File: src/rtl/cube_rr_scheduler.sv
// cube_rr_scheduler
//   Shares one two-stage pipelined 8-bit cube datapath (out = in^3, 24-bit result)
//   between NREQ requesters. A round-robin arbiter grants one requester per cycle.
//   The requester ID travels with the operand, so every result comes back tagged
//   with the ID of the requester that issued it.
//
// Ports:
//   clk        system clock; all state changes on the rising edge
//   rst        asynchronous active-high reset
//   en         issue enable; 0 blocks new grants, but in-flight operations still drain
//   req        per-requester request, held until granted
//   req_data   operands; requester i drives bits [8i+7:8i]
//   grant      one-hot grant (combinational); the operand is accepted this cycle
//   out_valid  one-cycle pulse per finished operation
//   out_id     requester ID of the result
//   out_data   cube of the operand
//   busy       high while any operation is in flight
//   issue_cnt  number of operations issued since reset (wraps)
module cube_rr_scheduler #(
  parameter int unsigned NREQ = 4,
  parameter int unsigned IDW  = 2,
  parameter int unsigned CNTW = 16
) (
  input  logic              clk,
  input  logic              rst,
  input  logic              en,
  input  logic [NREQ-1:0]   req,
  input  logic [NREQ*8-1:0] req_data,
  output logic [NREQ-1:0]   grant,
  output logic              out_valid,
  output logic [IDW-1:0]    out_id,
  output logic [23:0]       out_data,
  output logic              busy,
  output logic [CNTW-1:0]   issue_cnt
);

  logic [IDW-1:0]  ptr_q, ptr_d;
  logic [IDW-1:0]  gnt_idx;
  logic            gnt_any;
  logic [7:0]      gnt_op;
  int unsigned     idx;

  logic            s1_valid_q;
  logic [IDW-1:0]  s1_id_q;
  logic [7:0]      s1_op_q;
  logic [15:0]     s1_sq_q;

  logic            s2_valid_q;
  logic [IDW-1:0]  s2_id_q;
  logic [23:0]     s2_data_q;
  logic [CNTW-1:0] cnt_q;

  // Search ptr, ptr+1, ... modulo NREQ. The first requester found wins.
  always_comb begin
    grant   = '0;
    gnt_idx = '0;
    gnt_any = 1'b0;
    idx     = 0;
    if (!rst && en) begin
      for (int unsigned k = 0; k < NREQ; k++) begin
        idx = (32'(ptr_q) + k) % NREQ;
        if (!gnt_any && req[idx]) begin
          grant[idx] = 1'b1;
          gnt_idx    = IDW'(idx);
          gnt_any    = 1'b1;
        end
      end
    end
  end

  always_comb begin
    ptr_d = ptr_q;
    if (gnt_any) begin
      ptr_d = IDW'((32'(gnt_idx) + 32'd1) % NREQ);
    end
  end

  assign gnt_op = req_data[8*gnt_idx +: 8];

  always_ff @(posedge clk or posedge rst) begin
    if (rst) begin
      ptr_q      <= '0;
      cnt_q      <= '0;
      s1_valid_q <= 1'b0;
      s1_id_q    <= '0;
      s1_op_q    <= '0;
      s1_sq_q    <= '0;
      s2_valid_q <= 1'b0;
      s2_id_q    <= '0;
      s2_data_q  <= '0;
    end else begin
      ptr_q      <= ptr_d;
      s1_valid_q <= gnt_any;
      s2_valid_q <= s1_valid_q;
      if (gnt_any) begin
        cnt_q   <= cnt_q + CNTW'(1);
        s1_id_q <= gnt_idx;
        s1_op_q <= gnt_op;
        s1_sq_q <= 16'(gnt_op) * 16'(gnt_op);
      end
      // The result registers update only on a valid operation, so they hold
      // their last value between pulses.
      if (s1_valid_q) begin
        s2_id_q   <= s1_id_q;
        s2_data_q <= 24'(s1_sq_q) * 24'(s1_op_q);
      end
    end
  end

  assign out_valid = s2_valid_q;
  assign out_id    = s2_id_q;
  assign out_data  = s2_data_q;
  assign busy      = s1_valid_q | s2_valid_q;
  assign issue_cnt = cnt_q;

endmodule
File: config.mk
export PLATFORM = sky130hd
export DESIGN_NAME = cube_rr_scheduler
export DESIGN_NICKNAME = d
export VERILOG_FILES = /design/src/rtl/cube_rr_scheduler.sv
export SDC_FILE = /design/constraint.sdc
export NUM_CORES = 1
export LEC_CHECK = 0
export BUFFER_PORTS_ARGS = -buffer_cell sky130_fd_sc_hd__buf_4
export CAP_MARGIN = 20
export CORE_ASPECT_RATIO = 0.75
export CORE_UTILIZATION = 50
export DETAILED_ROUTE_END_ITERATION = 8
export PLACE_DENSITY = 0.69
export SLEW_MARGIN = 20
export SYNTH_ARGS = -nofsm -noshare
export SYNTH_HDL_FRONTEND = slang
export SYNTH_SLANG_ARGS = --single-unit
File: constraint.sdc
create_clock -name clk -period 8 [get_ports clk]
set_input_delay 1.6 -clock clk [delete_from_list [all_inputs] [get_ports clk]]
set_output_delay 1.6 -clock clk [all_outputs]
set_load 0.1 [all_outputs]
Word-level counts from Yosys, hierarchy flattened
Index checks and enable logic that the tools add are counted.
{ "word_totals": {"register_bits": 72, "elab_cells": 78} }
{ "classes": {"add_sub_neg": 5, "multipliers": 2, "n_lt_le_gt_ge": 8, "n_shift": 1, "n_mux": 37, "bitwise_logic": 4, "n_reduce_logical": 12} }
{ "ops": {"columns": ["op", "n"], "rows": [
  ["4-bit 2-to-1 mux", 8],
  ["32-bit by 6-bit variable part select with 8-bit output", 1],
  ["16-bit by 8-bit multiplier with 24-bit output", 1],
  ["16-bit by 1-bit adder with 16-bit output (second input constant)", 1],
  ["8-bit by 8-bit multiplier with 16-bit output", 1],
  ["1-bit 2-to-1 mux", 16],
  ["2-bit by 3-bit < comparator with 1-bit output (second input constant)", 4],
  ["4-bit OR", 3],
  ["2-bit 2-to-1 mux", 5],
  ["1-bit binary-select mux with 2-bit select", 4],
  ["1-bit demux with 2-bit select", 4],
  ["2-bit by 1-bit greater-or-equal comparator with 1-bit output (second input constant)", 4],
  ["1-bit logical AND", 8],
  ["2-bit by 1-bit adder with 2-bit output (second input constant)", 2],
  ["2-bit adder (second input constant)", 2],
  ["1-bit logical NOT", 4],
  ["1-bit OR", 1]
]} }

Logic depth before layout (Yosys ltp)
Gate-level depths: netlist of the first run.
{ "logic_depth": {"word_depth": 18, "ltp_mapped": 27, "mapped_depth_nobuf": 25} }

Least setup slack after synthesis of the first run
Ideal clock, no wire load.
{ "synth_path": {"kind": "input port to flip-flop", "from": "in rst", "to": "reg s1_sq_q[14]", "setup_ns": 0.069, "arrival_time_ns": 8.835, "required_time_ns": 7.931, "path_slack_ns": -0.904, "cell_stages": 22, "path_buffers": 2, "cell_sequence": "inv_1 -> nand2_1 -> a221oi_2 -> buf_6 -> buf_6 -> mux2i_1 -> a21oi_4 -> nand2_1 -> inv_1 -> fa_1 -> fa_1 -> inv_1 -> fa_1 -> fa_1 -> inv_1 -> ha_1 -> nand3_1 -> o21ai_0 -> a2111oi_0 -> or3_1 -> or4_1 -> nand3_1"} }
{ "synth_between": {"elab_chain_len": 5, "word_cells_on_any_way": 6, "cone_classes": "mul (1); shift (1); mux (2); reduce/logical (2)"} }
{ "synth_rtl": {"columns": ["element", "line_no", "text"], "rows": [
  ["start, declared", "25", "input logic rst,"],
  ["1-bit logical NOT (no line) (*)", null, null],
  ["1-bit logical AND (*)", "59", "if (!rst && en) begin"],
  ["2-bit 2-to-1 mux", "59", null],
  ["32-bit by 6-bit variable part select with 8-bit output", "78", "assign gnt_op = req_data[8*gnt_idx +: 8];"],
  ["8-bit by 8-bit multiplier with 16-bit output", "99", "s1_sq_q <= 16'(gnt_op) * 16'(gnt_op);"],
  ["end signal, assigned", "99", null],
  ["end, declared", "46", "logic [15:0] s1_sq_q;"]
]} }
Every way passes the cells marked *; elsewhere a longest branch is shown, timed or not.
A chain may end at the register's enable or synchronous reset.

Final worst setup path of the first run
{ "layout_path": {"from": "in req[0]", "to": "reg s1_sq_q[14]"} }
{ "layout_between": {"elab_chain_len": 18, "word_cells_on_any_way": 29, "cone_classes": "mul (1); shift (1); mux (21); reduce/logical (6)"} }
{ "layout_rtl": {"columns": ["element", "line_no", "text"], "rows": [
  ["start, declared", "27", "input logic [NREQ-1:0] req,"],
  ["1-bit binary-select mux with 2-bit select", "62", "if (!gnt_any && req[idx]) begin"],
  ["1-bit 2-to-1 mux (implied by the code)", "62", null],
  ["1-bit 2-to-1 mux", "62", null],
  ["1-bit 2-to-1 mux", "59", null],
  ["1-bit logical NOT", "62", null],
  ["1-bit logical AND", "62", null],
  ["1-bit 2-to-1 mux", "62", null],
  ["1-bit 2-to-1 mux", "59", null],
  ["[... 2 more ...]", null, null],
  ["1-bit 2-to-1 mux", "62", null],
  ["1-bit 2-to-1 mux", "59", null],
  ["1-bit logical NOT", "62", null],
  ["1-bit logical AND", "62", null],
  ["2-bit 2-to-1 mux", "62", null],
  ["2-bit 2-to-1 mux", "59", null],
  ["32-bit by 6-bit variable part select with 8-bit output", "78", null],
  ["8-bit by 8-bit multiplier with 16-bit output", "99", null]
]} }
Parallel ways exist; a longest one is shown, timed or not. The select of a mux whose other input is x is not followed.

==> metrics.csv, run 1 <==
metric,value,unit
status,completed,
core region area,17100,sq um
IO Pins,87,
Fin Setup TNS,0,ps
max-cap violation count,0,
Layout Skew,7.57,ps
launch point of the worst path,req[0],
n_diodes,0,
CTS resizes,0,
Initial DRT Pass Iterations,5,
WP data arrival,7800,ps
Residual DRC,0,
post-DP HPWL,14100,um
clock transition at the registers of the reported paths,60,ps
vias per cell,5.28,
most frequent cells after synthesis,"inv_1 (132), nand2_1 (128), fa_1 (103), ha_1 (84), dfrtp_1 (70)",
Initial Utilization,0.519,
Startpoint Class,primary input,
HP Class,flop to flop,
total number of vias,6584,
CP max stage cell,o311ai_4,
dominant cell type by area after synthesis,fa_1,
Final Hold Vio Count,0,
max_slew headroom,0.400,
Post-synth EDFFs,0,
Mapped Avg Cell Area,9.51,sq um
clk_lat worst skew,340,ps
post-synth top area share,0.233,
Post-Place Setup Slack,143,ps
antenna-violating nets left,0,
post-synth cell types,69,
crit path max fanout,9,
CP peak stage delay,600,ps
Async SR Flop Fraction,1.00,
vias in the first global route,6919,
GPL Wtd Cong,0.847,
largest net degree at the start of global routing,71,
root buffer cell,clkbuf_16,
"reg-to-reg slack, setup",880,ps
DRT iter0 DRCs,366,
Reg2Reg Depth,23,
"Seq/Total Area, Yosys",0.198,
r2r startpoint,ptr_q[0],
CP Cell Sequence,"buf_4, mux4_1, nor2b_4, o311ai_4, buf_4, a211oi_4, a21oi_4, nand2_1, inv_1, fa_1, fa_1, inv_1, fa_1, fa_1, inv_1, ha_1, nand3_1, o21ai_0, a2111oi_0, or3_1, or4_1, nand3_1",
Hold Crit Start,issue_cnt[15],
Final Setup Violations,0,
worst hold path depth,1,
first-pass GRT wire length,33000,um
DIE WIDTH,156,um
clk buf depth,2,
CP most frequent cell,fa_1,
final worst-path cycle share,0.941,
CTS buffer count,9,
Worst setup EP type,flop,
Seq. cell area,1750,sq um
RSZ-0062 raised after global routing,no,
CP required,8280,ps
# nets final,1233,
cts hold-fix bufs,0,
global route overflow,0,
most frequent cell after synthesis,inv_1,
CTS sink count,70,
Filler cells,1496,
Syn Nets,1159,
CTS H-Tree Depth,3,
worst slew pin tran,900,ps
Max Clock Freq,0.133,GHz
Max Slew Vio Count,0,
Final Critical Period,7530,ps
"flops & latches, synth",70,
port bufs,86,
die height,117,um
wire per inst,14.6,um
share of layout cells above drive strength 1,0.163,
Mapped Area,8870,sq um
number of core rows,41,
routed wire length,18200,um
Die ar.,18300,sq um
post-CTS setup buffers,0,
Synth area leaders,"fa_1 (23%), dfrtp_1 (20%), ha_1 (12%)",
Multi-input gate area,6430,sq um
setup ws final,473,ps
synth warn,0,
area delta synth->final,13.5,%
CTS tree,yes,
Total Routing Usage GR,0.223,
prevailing post-synth register cell,dfrtp_1,
initial antenna violation count,0,
WS Path Type,primary input to flop,
Post-Syn Instances,933,
-- path summary, 6_finish.rpt --
check | endpoint
max | s1_sq_q[14]
min in group asynchronous | s1_id_q[1]
min reg2reg | issue_cnt[15]
min | issue_cnt[15]
max in group asynchronous | out_data[13]
max reg2reg | s1_sq_q[14]
-- final cells by class --
class                   instances  area share
inverters                     136      0.0511
repair buffers                 99      0.0738
well taps                     236      0.0293
flip-flops and latches         70       0.174
multi-input cells             691       0.639
clock inverters                 6     0.00932
clock buffers                  10      0.0237
-- through the flow --
step	hold slack [ps]	util	area (sq um)	instances
after floorplan	393	-	8870	933
after global placement	464	0.570	9730	1232
after detailed placement	472	0.570	9730	1232
after CTS	487	0.589	10100	1248
after global routing	508	0.589	10100	1248
final	480	0.589	10100	1248
-- metal layers --
| metal | vias up | GRT usage | wire [um] |
|---|---|---|---|
| li1 | 3158 | - | - |
| met1 | 3270 | 0.325 | 8980 |
| met2 | 139 | 0.351 | 8310 |
| met3 | 17 | 0.0381 | 742 |
| met4 | 0 | 0.0398 | 165 |
| met5 | - | 0 | 0 |
-- registers in the layout (all words and copies together), names as in the netlist --
signal and flops:
out_id 2, s1_op_q 8, issue_cnt 16, s1_valid_q 1, out_data 24, out_valid 1
s1_sq_q 14, s1_id_q 2, ptr_q 2
-- cell families after synthesis --
family | Yosys count | share of synthesized area
other | 2 | 0.000847
adders and majority gates | 187 | 0.351
DFF | 70 | 0.198
buffers and inverters | 172 | 0.0787
xor gates and xnor gates | 46 | 0.0454
AOI/OAI and AO/OA | 122 | 0.0985
and+or+nand+nor | 282 | 0.155
muxes | 52 | 0.0725
-- critical path, delay by kind of cell --
kind                       cells  cell delay [ps]
and+or+nand+nor                6             1430
adders and majority gates      5             2380
muxes                          1              530
AOI/OAI and AO/OA              5             1280
buffers and inverters          5              570
-- cell usage in the layout, fill, tap and decap left out, types with 14 or more instances in the layout --
master	Yosys	final
nor2_1	29	29
nand2_1	128	128
a21oi_1	27	27
o21ai_0	29	29
mux2_2	21	21
fa_1	103	103
and2_1	66	66
xnor2_1	33	33
mux2i_1	22	22
buf_4	0	99
a21o_1	14	14
inv_1	132	131
ha_1	84	84
dfrtp_1	70	70
Power of run 1 is not shown: default switching activity piles up to over one toggle a cycle in this logic, so the estimate is an artifact.
==> run 2: changes to the inputs <==
--- a/config.mk
+++ b/config.mk
@@ -10,8 +10,7 @@
 export CORE_ASPECT_RATIO = 0.75
 export CORE_UTILIZATION = 50
 export DETAILED_ROUTE_END_ITERATION = 8
-export PLACE_DENSITY = 0.69
-export SLEW_MARGIN = 20
+export PLACE_DENSITY = 0.67
 export SYNTH_ARGS = -nofsm -noshare
 export SYNTH_HDL_FRONTEND = slang
 export SYNTH_SLANG_ARGS = --single-unit
==> metrics.csv, run 2 (synthesized netlist as in run 1, its figures left out) <==
metric,value,unit,change
status,completed,,
Layout Skew,9.71,ps,+2.14 ps
Hold Path End,issue_cnt[15],,
CTS resizes,0,,unchanged
initial antenna violation count,0,,unchanged
CP required,8280,ps,about the same
clk buf depth,2,,unchanged
n_diodes,0,,unchanged
# nets final,1236,,+0.24%
CTS tree,yes,,
crit path max fanout,12,,+3
HP Class,flop to flop,,
Total Routing Usage GR,0.221,,-0.00242
CTS sink count,70,,unchanged
global route overflow,0,,unchanged
most frequent cells in the layout,"inv_1 (131), nand2_1 (128), fa_1 (103), buf_4 (102), ha_1 (84)",,
share of layout cells above drive strength 1,0.166,,+0.00247
post-DP HPWL,13900,um,-1.1%
root buffer cell,clkbuf_16,,
port bufs,86,,unchanged
Max Slew Vio Count,0,,unchanged
largest net degree at the start of global routing,71,,unchanged
WP data arrival,7810,ps,about the same
worst slew pin tran,883,ps,-17.1 ps
Initial Utilization,0.519,,unchanged
first-pass GRT wire length,32700,um,-0.94%
Final Critical Period,7530,ps,+1.35 ps
Reg2Reg Capture Point,s1_sq_q[14],,
Fin Setup TNS,0,ps,unchanged
DRT iter0 DRCs,314,,-14%
"most common cell after layout, fill and taps aside",inv_1,,
max-cap violation count,0,,unchanged
vias per cell,5.20,,-1.5%
DIE WIDTH,156,um,unchanged
max FFs per register,24,,unchanged
die height,117,um,unchanged
Final Setup Violations,0,,unchanged
clk_lat worst skew,350,ps,about the same
number of core rows,41,,unchanged
r2r startpoint,ptr_q[0],,
Max Clock Freq,0.133,GHz,about the same
final core occ,0.590,,+0.00117
max_slew headroom,0.411,,+0.0114
total number of vias,6499,,-1.3%
placed cells,1235,,+0.24%
Startpoint Class,primary input,,
CTS H-Tree Depth,3,,unchanged
cts hold-fix bufs,0,,unchanged
Initial DRT Pass Iterations,5,,unchanged
wire per inst,14.2,um,-2.4%
CTS buffer count,9,,unchanged
area delta synth->final,13.7,%,
clock transition at the registers of the reported paths,70,ps,about the same
Residual DRC,0,,unchanged
GPL Wtd Cong,0.802,,-5.3%
Hold Crit Start,issue_cnt[15],,
core region area,17100,sq um,unchanged
Post-Place Setup Slack,117,ps,-26.6 ps
Die ar.,18300,sq um,unchanged
WS Path Type,primary input to flop,,
IO Pins,87,,unchanged
Final Hold Vio Count,0,,unchanged
RSZ-0062 raised after global routing,no,,
final worst-path cycle share,0.941,,about the same
Finished Layout Cells,1251,,+0.24%
worst hold path depth,1,,unchanged
"reg-to-reg slack, setup",710,ps,-170 ps
post-CTS setup buffers,0,,unchanged
Reg2Reg Depth,23,,unchanged
routed wire length,17800,um,-2.1%
setup ws final,471,ps,-1.35 ps
Filler cells,1527,,+2.1%
vias in the first global route,6981,,+0.90%
Worst setup EP type,flop,,
antenna-violating nets left,0,,unchanged
## run 2: cell count changes in the layout (fill, tap and decap cells not counted), sizes merged
cell,previous run,this run
buf,99,102
clkbuf,10,9
clkinv,3,2
inv,135,137
## run 2: worst max path at each step
stage	startpoint	to	depth (start not counted)
3_3_place_gp	req[0]	s1_sq_q[14]	19
3_5_place_dp	req[3]	s1_sq_q[14]	18
6_report	req[3]	s1_sq_q[14]	18
2_1_floorplan	rst	s1_sq_q[14]	22
4_1_cts	req[3]	s1_sq_q[14]	18
5_1_grt	req[0]	s1_sq_q[14]	19
## run 2: critical path: stages
cell and delay (ps):
buf_4 120, mux4_2 630, o311ai_4 760, mux2i_4 430, and2_1 230, fa_1 440, fa_1 540, inv_1 50
fa_1 500, fa_1 540, inv_1 40, ha_1 360, nand3_1 100, o21ai_0 280, a2111oi_0 150, or3_1 450
or4_1 480, nand3_1 90
## run 2: cell type report
cell class	count	area (sq um)	area share
sequential	70	1750	0.174
inverter	136	514	0.0510
clock inverter	7	105	0.0104
multi-input combinational	691	6430	0.637
timing repair buffer	102	766	0.0759
tap	236	295	0.0293
clock buffer	9	225	0.0223
## run 2: per-stage QoR
step | hold slack [ps] | area [sq um]
finish | 480 | 10100
global route | 508 | 10100
CTS | 483 | 10100
detailed placement | 470 | 9760
global placement | 459 | 9760
floorplan | 393 | 8870
## run 2: layer usage
layer | global-route usage | wire [um] | share of wire
met2 | 0.351 | 8080 | 0.45
met5 | 0 | 0 | 0
met1 | 0.318 | 9030 | 0.51
met4 | 0.0453 | 184 | 0.010
met3 | 0.0344 | 509 | 0.029
Power of run 2 is left out for the same reason.
==> run 3: changes to the inputs <==
--- a/config.mk
+++ b/config.mk
@@ -7,7 +7,6 @@
 export LEC_CHECK = 0
 export BUFFER_PORTS_ARGS = -buffer_cell sky130_fd_sc_hd__buf_4
 export CAP_MARGIN = 20
-export CORE_ASPECT_RATIO = 0.75
 export CORE_UTILIZATION = 50
 export DETAILED_ROUTE_END_ITERATION = 8
 export PLACE_DENSITY = 0.67
==> metrics.csv, run 3 (synthesized netlist as in run 1, its figures left out) <==
metric,value,unit,change
status,completed,,
r2r startpoint,ptr_q[0],,
CTS H-Tree Depth,3,,unchanged
HP Class,flop to flop,,
CP peak stage delay,620,ps,-140 ps
post-DP HPWL,14400,um,+3.4%
Layout Skew,12.4,ps,+2.69 ps
max FFs per register,24,,unchanged
CTS buffer count,9,,unchanged
Residual DRC,0,,unchanged
post-CTS setup buffers,0,,unchanged
wire per inst,14.7,um,+3.6%
die height,135,um,+15%
Filler cells,1588,,+4.0%
clock transition at the registers of the reported paths,70,ps,about the same
Max Clock Freq,0.137,GHz,+2.9%
max-cap violation count,0,,unchanged
initial antenna violation count,0,,unchanged
critical path's top delay family,adder cells,,
Final Hold Vio Count,0,,unchanged
DIE WIDTH,135,um,-13%
core region area,17300,sq um,+1.3%
WS Path Type,primary input to flop,,
share of layout cells above drive strength 1,0.163,,-0.00247
DRT iter0 DRCs,271,,-14%
# nets final,1233,,-0.24%
CP max stage cell,mux4_2,,
number of core rows,48,,+17%
root buffer cell,clkbuf_16,,
CTS tree,yes,,
CTS sink count,70,,unchanged
Initial Utilization,0.513,,-0.00642
first-pass GRT wire length,31800,um,-2.8%
Startpoint Class,primary input,,
Die ar.,18300,sq um,about the same
WP data arrival,7600,ps,-210 ps
Final Setup Violations,0,,unchanged
max_slew headroom,0.492,,+0.0809
CTS resizes,0,,unchanged
fin area,10000,sq um,-0.56%
GPL Wtd Cong,0.829,,+3.4%
global route overflow,0,,unchanged
total number of vias,6524,,+0.38%
"most common cell after layout, fill and taps aside",inv_1,,
launch point of the worst path,req[3],,
vias in the first global route,6659,,-4.6%
Fin Setup TNS,0,ps,unchanged
Final Critical Period,7310,ps,-215 ps
worst slew pin tran,762,ps,-121 ps
cts hold-fix bufs,0,,unchanged
crit path max fanout,12,,unchanged
Hold Crit Start,issue_cnt[15],,
largest net degree at the start of global routing,39,,-45%
clk_lat worst skew,350,ps,about the same
most frequent cells in the layout,"inv_1 (131), nand2_1 (128), fa_1 (103), buf_4 (98), ha_1 (84)",,
RSZ-0062 raised after global routing,no,,
CP most frequent cell,fa_1,,
Initial DRT Pass Iterations,4,,-1
clk buf depth,2,,unchanged
Worst setup EP type,flop,,
WP buf/inv,4,,+1
port bufs,86,,unchanged
CP required,8290,ps,about the same
Seq. cell area,1750,sq um,unchanged
vias per cell,5.27,,+1.5%
IO Pins,87,,unchanged
Multi-input gate area,6430,sq um,unchanged
antenna-violating nets left,0,,unchanged
Total Routing Usage GR,0.221,,-0.000262
DP Area,9730,sq um,-0.24%
Max Slew Vio Count,0,,unchanged
CP Cell Sequence,"buf_4, mux4_2, o311ai_4, buf_4, mux2i_4, and2_1, fa_1, fa_1, inv_1, fa_1, fa_1, inv_1, ha_1, nand3_1, o21ai_0, a2111oi_0, or3_1, or4_1, nand3_1",,
routed wire length,18200,um,+2.4%
final worst-path cycle share,0.914,,-0.0269
n_diodes,0,,unchanged
area delta synth->final,13.1,%,
run 3: changes by cell type in the layout (fill, tap and decap cells not counted), sizes merged:
cell      previous run  this run
inv                137       135
clkinvlp             2         3
clkinv               2         4
buf                102        99
bufinv               2         1
run 3: metal layers:
metal  wire length (um)  share of wire  vias to the layer above  global-route usage
met2               9240           0.51                       87               0.391
met3                543          0.030                       10              0.0382
met5                  0              0                        -                   0
met1               8290           0.45                     3261               0.282
met4                161         0.0088                        0              0.0449
li1                   -              -                     3166                   -
run 3: worst paths after layout:
kind                                 endpoint  cells after the start  slack, ps
worst max-delay path              s1_sq_q[14]                     19        690
worst min register to register  issue_cnt[15]                      1        480
worst max register to register    s1_sq_q[14]                     22        890
min in group asynchronous           out_valid                      3       1480
max in group asynchronous        issue_cnt[8]                      4       5670
worst min-delay path            issue_cnt[15]                      1        480
run 3: layout make-up:
type / count / area share
multi-input combinational: 691 / 0.641
sequential: 70 / 0.175
timing repair buffer: 99 / 0.0753
inverter: 136 / 0.0513
tap: 225 / 0.0281
clock buffer: 9 / 0.0225
clock inverter: 7 / 0.00723
run 3: per-stage QoR:
stage / instances / hold slack (ps) / setup slack (ps) / utilization
finish: 1237 / 479 / 687 / 0.580
global route: 1237 / 487 / 222 / 0.580
CTS: 1237 / 480 / 707 / 0.580
detailed placement: 1221 / 464 / 345 / 0.563
global placement: 1221 / 466 / 426 / 0.563
floorplan: 933 / 393 / 34.1 / -
Power of run 3 is left out for the same reason.
